--- src/rtl/lsu.sv ---
// rv32i load/store unit: one request at a time, bounds/funct3 checks, one RAM access cycle, registered response.
// Optional macro LSU_MISALIGN_TRAP_EN: misaligned halfword/word accesses fault instead of issuing byte-wise.
package lsu_pkg;
   typedef enum logic { MEM_NONE = 1'b0, MEM_STORE = 1'b1 } mem_op_e;
   typedef enum logic [1:0] { RAM_MASK_B = 2'd0, RAM_MASK_H = 2'd1, RAM_MASK_W = 2'd2 } ram_mask_e;
   typedef enum logic [1:0] { IDLE = 2'd0, ACCESS = 2'd1, RESP = 2'd2 } lsu_state_e;
endpackage

module lsu
   import lsu_pkg::*;
#(
   parameter int ADDR_LENGTH = 10
) (
   input  logic        clk,
   input  logic        rst_n,
   lsu_if.slave        bus,
   output logic [31:0] ram_addr,
   output logic [31:0] ram_wdata,
   output mem_op_e     ram_mem_op,
   output ram_mask_e   ram_mask,
   input  logic [31:0] ram_rdata,
   output lsu_state_e  dbg_state
);

   localparam logic [32:0] MEM_SIZE = 33'd1 << ADDR_LENGTH;

   lsu_state_e  state_q, state_d;
   logic        we_q;
   logic [2:0]  funct3_q;
   logic        fault_q;
   logic [31:0] resp_rdata_q;
   logic        resp_fault_q;

   logic [2:0]  acc_size;
   logic [32:0] last_byte;
   logic        illegal_f3;
   logic        out_of_range;
   logic        misaligned;
   logic        req_fault;
   ram_mask_e   mask_sel;
   logic [31:0] ext_rdata;

   // Request checks; the 33-bit sum keeps accesses near 2^32 from wrapping into range.
   always_comb begin
      acc_size = 3'd4;
      mask_sel = RAM_MASK_W;
      case (bus.req_funct3[1:0])
         2'b00: begin acc_size = 3'd1; mask_sel = RAM_MASK_B; end
         2'b01: begin acc_size = 3'd2; mask_sel = RAM_MASK_H; end
         default: begin acc_size = 3'd4; mask_sel = RAM_MASK_W; end
      endcase
      last_byte    = {1'b0, bus.req_addr} + {30'd0, acc_size} - 33'd1;
      out_of_range = (last_byte >= MEM_SIZE);
      if (bus.req_we)
         illegal_f3 = bus.req_funct3[2] | (&bus.req_funct3[1:0]);
      else
         illegal_f3 = (bus.req_funct3 == 3'b011) || (bus.req_funct3[2:1] == 2'b11);
`ifdef LSU_MISALIGN_TRAP_EN
      misaligned = ((bus.req_funct3[1:0] == 2'b01) && bus.req_addr[0]) ||
                   ((bus.req_funct3[1:0] == 2'b10) && (bus.req_addr[1:0] != 2'b00));
`else
      misaligned = 1'b0;
`endif
      req_fault = illegal_f3 | out_of_range | misaligned;
   end

   always_comb begin
      case (funct3_q)
         3'b000:  ext_rdata = {{24{ram_rdata[7]}}, ram_rdata[7:0]};
         3'b001:  ext_rdata = {{16{ram_rdata[15]}}, ram_rdata[15:0]};
         3'b100:  ext_rdata = {24'd0, ram_rdata[7:0]};
         3'b101:  ext_rdata = {16'd0, ram_rdata[15:0]};
         default: ext_rdata = ram_rdata;
      endcase
   end

   always_ff @(posedge clk or negedge rst_n) begin
      if (!rst_n) state_q <= IDLE;
      else        state_q <= state_d;
   end

   always_comb begin
      state_d        = state_q;
      bus.req_ready  = 1'b0;
      bus.resp_valid = 1'b0;
      ram_mem_op     = MEM_NONE;
      case (state_q)
         IDLE: begin
            bus.req_ready = 1'b1;
            if (bus.req_valid) state_d = ACCESS;
         end
         ACCESS: begin
            if (we_q && !fault_q) ram_mem_op = MEM_STORE;
            state_d = RESP;
         end
         RESP: begin
            bus.resp_valid = 1'b1;
            if (bus.resp_ready) state_d = IDLE;
         end
         default: state_d = IDLE;
      endcase
   end

   // RAM-side fields are latched at accept and held until the next accept.
   always_ff @(posedge clk or negedge rst_n) begin
      if (!rst_n) begin
         ram_addr     <= 32'd0;
         ram_wdata    <= 32'd0;
         ram_mask     <= RAM_MASK_W;
         we_q         <= 1'b0;
         funct3_q     <= 3'd0;
         fault_q      <= 1'b0;
         resp_rdata_q <= 32'd0;
         resp_fault_q <= 1'b0;
      end else begin
         if (state_q == IDLE && bus.req_valid) begin
            ram_addr  <= bus.req_addr;
            ram_wdata <= bus.req_wdata;
            ram_mask  <= mask_sel;
            we_q      <= bus.req_we;
            funct3_q  <= bus.req_funct3;
            fault_q   <= req_fault;
         end
         if (state_q == ACCESS) begin
            resp_fault_q <= fault_q;
            resp_rdata_q <= (fault_q || we_q) ? 32'd0 : ext_rdata;
         end
      end
   end

   assign bus.resp_rdata = resp_rdata_q;
   assign bus.resp_fault = resp_fault_q;
   assign dbg_state      = state_q;

endmodule

--- src/rtl/lsu_if.sv ---
// Execute-stage <-> load/store unit request/response bus.
// Both channels transfer on a rising edge where valid && ready; the sender keeps valid and payload stable until then.
interface lsu_if;
   logic        req_valid;
   logic        req_ready;
   logic        req_we;
   logic [2:0]  req_funct3;
   logic [31:0] req_addr;
   logic [31:0] req_wdata;
   logic        resp_valid;
   logic        resp_ready;
   logic [31:0] resp_rdata;
   logic        resp_fault;

   modport master (
      output req_valid, req_we, req_funct3, req_addr, req_wdata, resp_ready,
      input  req_ready, resp_valid, resp_rdata, resp_fault
   );

   modport slave (
      input  req_valid, req_we, req_funct3, req_addr, req_wdata, resp_ready,
      output req_ready, resp_valid, resp_rdata, resp_fault
   );
endinterface

--- src/flat_wrapper.sv ---
// flat-port wrapper written by rule: the top's interface ports become plain ports
module lsu_flat import lsu_pkg::*;
#(
   parameter int ADDR_LENGTH = 10
)
  (clk, rst_n, ram_addr, ram_wdata, ram_mem_op, ram_mask, ram_rdata, dbg_state, bus_req_valid, bus_req_we, bus_req_funct3, bus_req_addr, bus_req_wdata, bus_resp_ready, bus_req_ready, bus_resp_valid, bus_resp_rdata, bus_resp_fault);
  lsu_if bus_i ();
  input  logic clk;
  input  logic rst_n;
  output logic [31:0] ram_addr;
  output logic [31:0] ram_wdata;
  output mem_op_e ram_mem_op;
  output ram_mask_e ram_mask;
  input  logic [31:0] ram_rdata;
  output lsu_state_e dbg_state;
  input wire logic [$bits(bus_i.req_valid)-1:0] bus_req_valid;
  input wire logic [$bits(bus_i.req_we)-1:0] bus_req_we;
  input wire logic [$bits(bus_i.req_funct3)-1:0] bus_req_funct3;
  input wire logic [$bits(bus_i.req_addr)-1:0] bus_req_addr;
  input wire logic [$bits(bus_i.req_wdata)-1:0] bus_req_wdata;
  input wire logic [$bits(bus_i.resp_ready)-1:0] bus_resp_ready;
  output wire logic [$bits(bus_i.req_ready)-1:0] bus_req_ready;
  output wire logic [$bits(bus_i.resp_valid)-1:0] bus_resp_valid;
  output wire logic [$bits(bus_i.resp_rdata)-1:0] bus_resp_rdata;
  output wire logic [$bits(bus_i.resp_fault)-1:0] bus_resp_fault;
  assign bus_i.req_valid = bus_req_valid;
  assign bus_i.req_we = bus_req_we;
  assign bus_i.req_funct3 = bus_req_funct3;
  assign bus_i.req_addr = bus_req_addr;
  assign bus_i.req_wdata = bus_req_wdata;
  assign bus_i.resp_ready = bus_resp_ready;
  assign bus_req_ready = bus_i.req_ready;
  assign bus_resp_valid = bus_i.resp_valid;
  assign bus_resp_rdata = bus_i.resp_rdata;
  assign bus_resp_fault = bus_i.resp_fault;
  lsu #(.ADDR_LENGTH(ADDR_LENGTH)) u_core (.clk(clk), .rst_n(rst_n), .bus(bus_i), .ram_addr(ram_addr), .ram_wdata(ram_wdata), .ram_mem_op(ram_mem_op), .ram_mask(ram_mask), .ram_rdata(ram_rdata), .dbg_state(dbg_state));
endmodule
--- config.mk ---
export PLATFORM = sky130hd
export DESIGN_NAME = lsu_flat
export DESIGN_NICKNAME = d
export VERILOG_FILES = /design/src/rtl/lsu.sv /design/src/rtl/lsu_if.sv /design/src/flat_wrapper.sv
export SDC_FILE = /design/constraint.sdc
export NUM_CORES = 1
export LEC_CHECK = 0
export CAP_MARGIN = 20
export CORE_MARGIN = 10
export CORE_UTILIZATION = 41
export DETAILED_ROUTE_END_ITERATION = 6
export HOLD_SLACK_MARGIN = 0.12
export PLACE_DENSITY = 0.74
export SETUP_SLACK_MARGIN = 0.02
export SYNTH_ARGS = -nofsm -noshare
export SYNTH_HDL_FRONTEND = slang
export SYNTH_SLANG_ARGS = --single-unit
--- constraint.sdc ---
create_clock -name clk -period 2.58 [get_ports clk]
set_clock_uncertainty 0.05 [all_clocks]
set_input_delay 0.516 -clock clk [delete_from_list [all_inputs] [get_ports clk]]
set_output_delay 0.516 -clock clk [all_outputs]
set_load 0.05 [all_outputs]
Word level (Yosys, flattened, before mapping)
Cells that the tools add are included.
{"block": "totals", "input_bits": 104, "ff_bits": 106, "mem_count": 0, "latch_bits": 0, "ramBits": 0, "romBits": 0}
{"block": "op_classes", "n_reduce_logical": 10, "n_div": 0, "add_sub_neg": 2, "order_cmp": 1, "bitwise_logic": 2, "n_eq_ne": 10, "shift": 0, "n_mul": 0, "mux": 12}
{"operator": "32-bit case mux with 4 select lines", "count": 1}
{"operator": "32-bit by 3-bit adder with 33-bit output", "count": 1}
{"operator": "33-bit by 11-bit >= comparator with 1-bit output, second input constant", "count": 1}
{"operator": "33-bit by 1-bit subtractor with 33-bit output, second input constant", "count": 1}
{"operator": "32-bit 2-to-1 mux", "count": 1}
{"operator": "3-bit == test, second input constant", "count": 2}
{"operator": "2-bit case mux with 3 select lines", "count": 1}
{"operator": "3-bit case mux with 2 select lines", "count": 1}
{"operator": "1-bit 2-to-1 mux", "count": 5}
{"operator": "2-bit by 1-bit == test with 1-bit output, second input constant", "count": 2}
{"operator": "2-bit == test, second input constant", "count": 2}
{"operator": "2-bit zero test", "count": 2}
{"operator": "2-bit 2-to-1 mux", "count": 2}
{"operator": "2-bit inequality test, second input constant", "count": 2}
{"operator": "2-bit case mux with 2 select lines", "count": 1}
{"operator": "2-bit AND reduction", "count": 2}
{"operator": "3-bit by 1-bit == test with 1-bit output, second input constant", "count": 1}
{"operator": "3-bit by 2-bit == test with 1-bit output, second input constant", "count": 1}
{"operator": "3-bit zero test", "count": 1}
{"operator": "1-bit logical AND", "count": 2}
{"operator": "1-bit logical OR", "count": 2}
{"operator": "1-bit bitwise OR", "count": 2}
{"operator": "1-bit zero test", "count": 1}

Depth between registers and ports, before layout
{"block": "depth", "ltp_word": 6, "mapped_depth": 16, "depth_no_buf": 16}

Least setup slack after synthesis
Ideal clock, no wire load.
{"block": "synth_timing", "kind": "flip-flop to flip-flop", "start": "reg u_core.state_q[1] (netlist: u_core.dbg_state[1])", "end": "reg u_core.fault_q", "arrival_ns": 3.149, "synth_period_minus_slack_ns": 3.333, "path_buffers": 0, "path_stages_with_launch": 12, "setup_time_ns": 0.134, "path_slack_ns": -0.753, "cell_sequence": "dfrtp_1 > nor2_1 > nand2_1 > inv_1 > o21ai_0 > a2111oi_0 > o2111ai_1 > nor4b_2 > o2111ai_1 > a311o_1 > nor4_1 > a31oi_1"}
{"block": "synth_via", "elab_chain_len": 2}
{"item": "from (decl)", "line": "lsu.sv:27", "text": "lsu_state_e state_q, state_d;"}
{"item": "from (signal assigned)", "line": "lsu.sv:79", "text": "else state_q <= state_d;"}
{"item": "2-bit zero test", "line": "lsu.sv:116", "text": "if (state_q == IDLE && bus.req_valid) begin"}
{"item": "1-bit logical AND", "line": "lsu.sv:116"}
{"item": "to (signal assigned)", "line": "lsu.sv:122", "text": "fault_q <= req_fault;"}
{"item": "to (decl)", "line": "lsu.sv:30", "text": "logic fault_q;"}
No other way between the ends.
A chain may end at the register's enable or synchronous reset.

Final worst setup path
{"block": "layout_timing", "start": "in bus_req_addr[16]", "end": "reg u_core.fault_q"}
{"block": "layout_via", "elab_chain_len": 4}
{"item": "from (decl)", "line": "flat_wrapper.sv:19", "text": "input wire logic [$bits(bus_i.req_addr)-1:0] bus_req_addr;"}
{"item": "32-bit by 3-bit adder with 33-bit output", "line": "lsu.sv:52", "text": "last_byte = {1'b0, bus.req_addr} + {30'd0, acc_size} - 33'd1;"}
{"item": "33-bit by 1-bit subtractor with 33-bit output", "line": "lsu.sv:52"}
{"item": "33-bit by 11-bit >= comparator with 1-bit output", "line": "lsu.sv:53", "text": "out_of_range = (last_byte >= MEM_SIZE);"}
{"item": "1-bit bitwise OR", "line": "lsu.sv:64", "text": "req_fault = illegal_f3 | out_of_range | misaligned;"}
No other way between the ends.

==> qor.yml <==
outcome: "finished with violations"
violations: "negative setup slack"
root_buffer: "clkbuf_16"
antenna_found_initial: 0
routed_wirelength_mm: 19.56
dr.pass1.iters: 4
min_period_over_period_pct: 119.2
synth.avg_cell_area_um2: 8.620
ys_seq_area_share_pct: 44.88
yosys-top-cells-area: "dfrtp_1, nand2_1, ha_1, o21ai_0, inv_1"
netlist_instances: 686
rsz0062_at_grt: "true"
drive_above_1_share_pct: 22.67
fin_ws_ps: -495.8
cp_max_fo: 2
synth_edf_count: 0
hold_viol_final: 0
async_flop_share_pct: 100.0
max_freq_mhz: 325.1
worst_pin_slew_ps: 960.4
power.total_mw: 8.913
period_needed_ps: 3076
die-area_mm2: 0.01963
fin_util_pct: 70.36
worstSetupEndpointType: "flip-flop"
drv_slew: 0
ys_top_cells_by_count: "nand2_1, dfrtp_1, o21ai_0"
dp_hpwl_mm: 15.03
gp_congestion: 0.9003
grt_overflow: 0
yosys_register_bits: 106
drc: 0
multiInputGateArea_mm2: 0.003289
slew_headroom_pct: 35.97
startpoint_type: "primary input"
start_util_pct: 42.27
synthFlopType: "dfrtp_1"
fill_cells: 1077
diodes: 0
grtUsageTotal_pct: 19.26
clkTransAtPathRegs_ps: 80
finalNetCount: 1153
dp.cells: 1174
synth_top_cell_area_share_pct: 44.44
vias: 5989
cts_max_level: 3
synth_area_mm2: 0.005913
hp-class: "in2reg"
synth_nets: 825
postRouteAntennaNets: 0
routed_via_density: 4.995
max_cap_viol_count: 0
cts_tree: "yes"
seq_area_mm2: 0.002654
wl_per_cell_um: 16.31
first_global_vias: 6150
setup_violations: 1
crit_required_ps: 2760
instances_no_fill: 1199
cts_buffers: 9
power_density_mw_per_mm2: 905.7
cp.arrival_ps: 3260
critPathKind: "in2reg"
pin_count: 208
area.growth.synth_to_final_pct: 66.44
cts.sinks: 106
rows: 43
yosys.area.top_type: "dfrtp_1"
clock_latency_ps: 350
irDropWorstVdd_v: 0.0005079
synth.distinct_cells: 64
die_h_um: 140.1
clk_path_buf_depth: 2
core_mm2: 0.01399
io_buffers: 207
ys_warn_count: 0
grt_max_degree: 104
die_width_um: 140.1
p_leak_nw: 4.758
synth_most_common_cell: "nand2_1"
drt_iter0_drc: 219
grt_pass1_wl_mm: 31.32
per-layer routing:
layer / vias up / GRT usage (%) / wire (µm)
met3: 16 / 5.849 / 1182
li1: 3005 / - / -
met2: 167 / 33.41 / 9786
met5: - / 0 / 0
met1: 2801 / 22.84 / 8317
met4: 0 / 4.348 / 271
flip-flops by register name (all words and copies together) (netlist names):
name and count:
u_core.bus.resp_rdata 32, u_core.ram_addr 32, u_core.ram_wdata 32, u_core.funct3_q 3
u_core.dbg_state 2, u_core.ram_mask 2, u_core.bus.resp_fault 1, u_core.fault_q 1
u_core.we_q 1
layout by cell type, fill, tap and decap left out, types with 3 or more instances in the layout:
master	instances
nor4_1	3
buf_4	141
inv_2	11
o21ai_0	69
a31oi_1	6
dlygate4sd2_1	3
dlymetal6s2s_1	12
nor2_1	18
o31ai_1	4
xor2_1	8
a22o_1	17
o211ai_1	3
nor2b_1	17
clkbuf_16	9
dfrtp_1	105
xnor2_1	5
a211o_1	3
and3_1	5
ha_4	15
nand4_1	6
a21oi_1	13
nand3_1	8
nand2b_1	7
ha_1	18
clkdlybuf4s50_1	187
inv_1	37
nor3_1	5
nand2_1	186
a21o_1	11
a21oi_2	12
worst max-delay path: stages:
cell and delay, ps:
clkdlybuf4s50_1 440, buf_4 150, ha_1 200, a21o_1 170
a21o_1 200, a21oi_2 150, a21bo_1 250, mux2_4 310
a2111oi_4 320, nand4_1 160, nor4_2 280, a31oi_1 100
what timing repair did:
action                     4_1_cts  5_1_grt
hold buffers                     1        0
setup endpoints to repair        1        1
resized for setup               35       43
pin swaps                       25       27
hold endpoints to repair        10        0
setup buffers                    5        3
report_power, final:
part | switching [mW] | leakage, nW | internal, mW | total (mW)
logic | 3.28 | 3.27 | 1.78 | 5.06
registers | 0.295 | 1.35 | 2.20 | 2.50
clock network | 0.677 | 0.134 | 0.678 | 1.36
total | 4.25 | 4.76 | 4.66 | 8.91
kinds of logic after synthesis:
family,Yosys count,synth area share [%]
fa+ha+maj,35,7.533
xor+xnor,14,2.074
simple gates,275,20.52
flops,106,44.88
compound gates,171,19.04
mux,4,0.7828
buf+inv,81,5.163
per-stage QoR:
step | area, µm² | TNS, ps | setup slack [ps] | hold slack [ps]
after floorplan | 5953 | -571.4 | -571.4 | 170.4
after global placement | 9159 | -1203 | -1203 | 318.2
after detailed placement | 9159 | -1315 | -1315 | 316.7
after CTS | 9587 | -540.6 | -540.6 | 396.6
after global routing | 9842 | -631.8 | -631.8 | 415.7
final | 9842 | -495.8 | -495.8 | 414.4
final timing paths:
kind | slack [ps] | from | cells past startpoint | endpoint
setup / recovery | -500 | bus_req_addr[16] | 12 | u_core.fault_q
hold / removal | 410 | bus_req_funct3[0] | 4 | u_core.funct3_q[0]
setup reg to reg | 30 | u_core.dbg_state[1] | 11 | u_core.fault_q
hold reg to reg | 430 | u_core.ram_mask[1] | 2 | u_core.ram_mask[1]
max in group asynchronous | 1230 | rst_n | 3 | u_core.ram_addr[10]
min in group asynchronous | 510 | rst_n | 2 | u_core.ram_wdata[13]
final cells by class:
| cell class | count | area share [%] |
|---|---|---|
| Multi-Input combinational cell | 499 | 33.42 |
| Timing Repair Buffer | 350 | 32.56 |
| Sequential cell | 106 | 26.96 |
| Clock buffer | 10 | 2.326 |
| Tap cell | 180 | 2.288 |
| Inverter | 48 | 1.831 |
| Clock inverter | 6 | 0.6102 |
No activity file was read; power rests on OpenSTA's default activity.
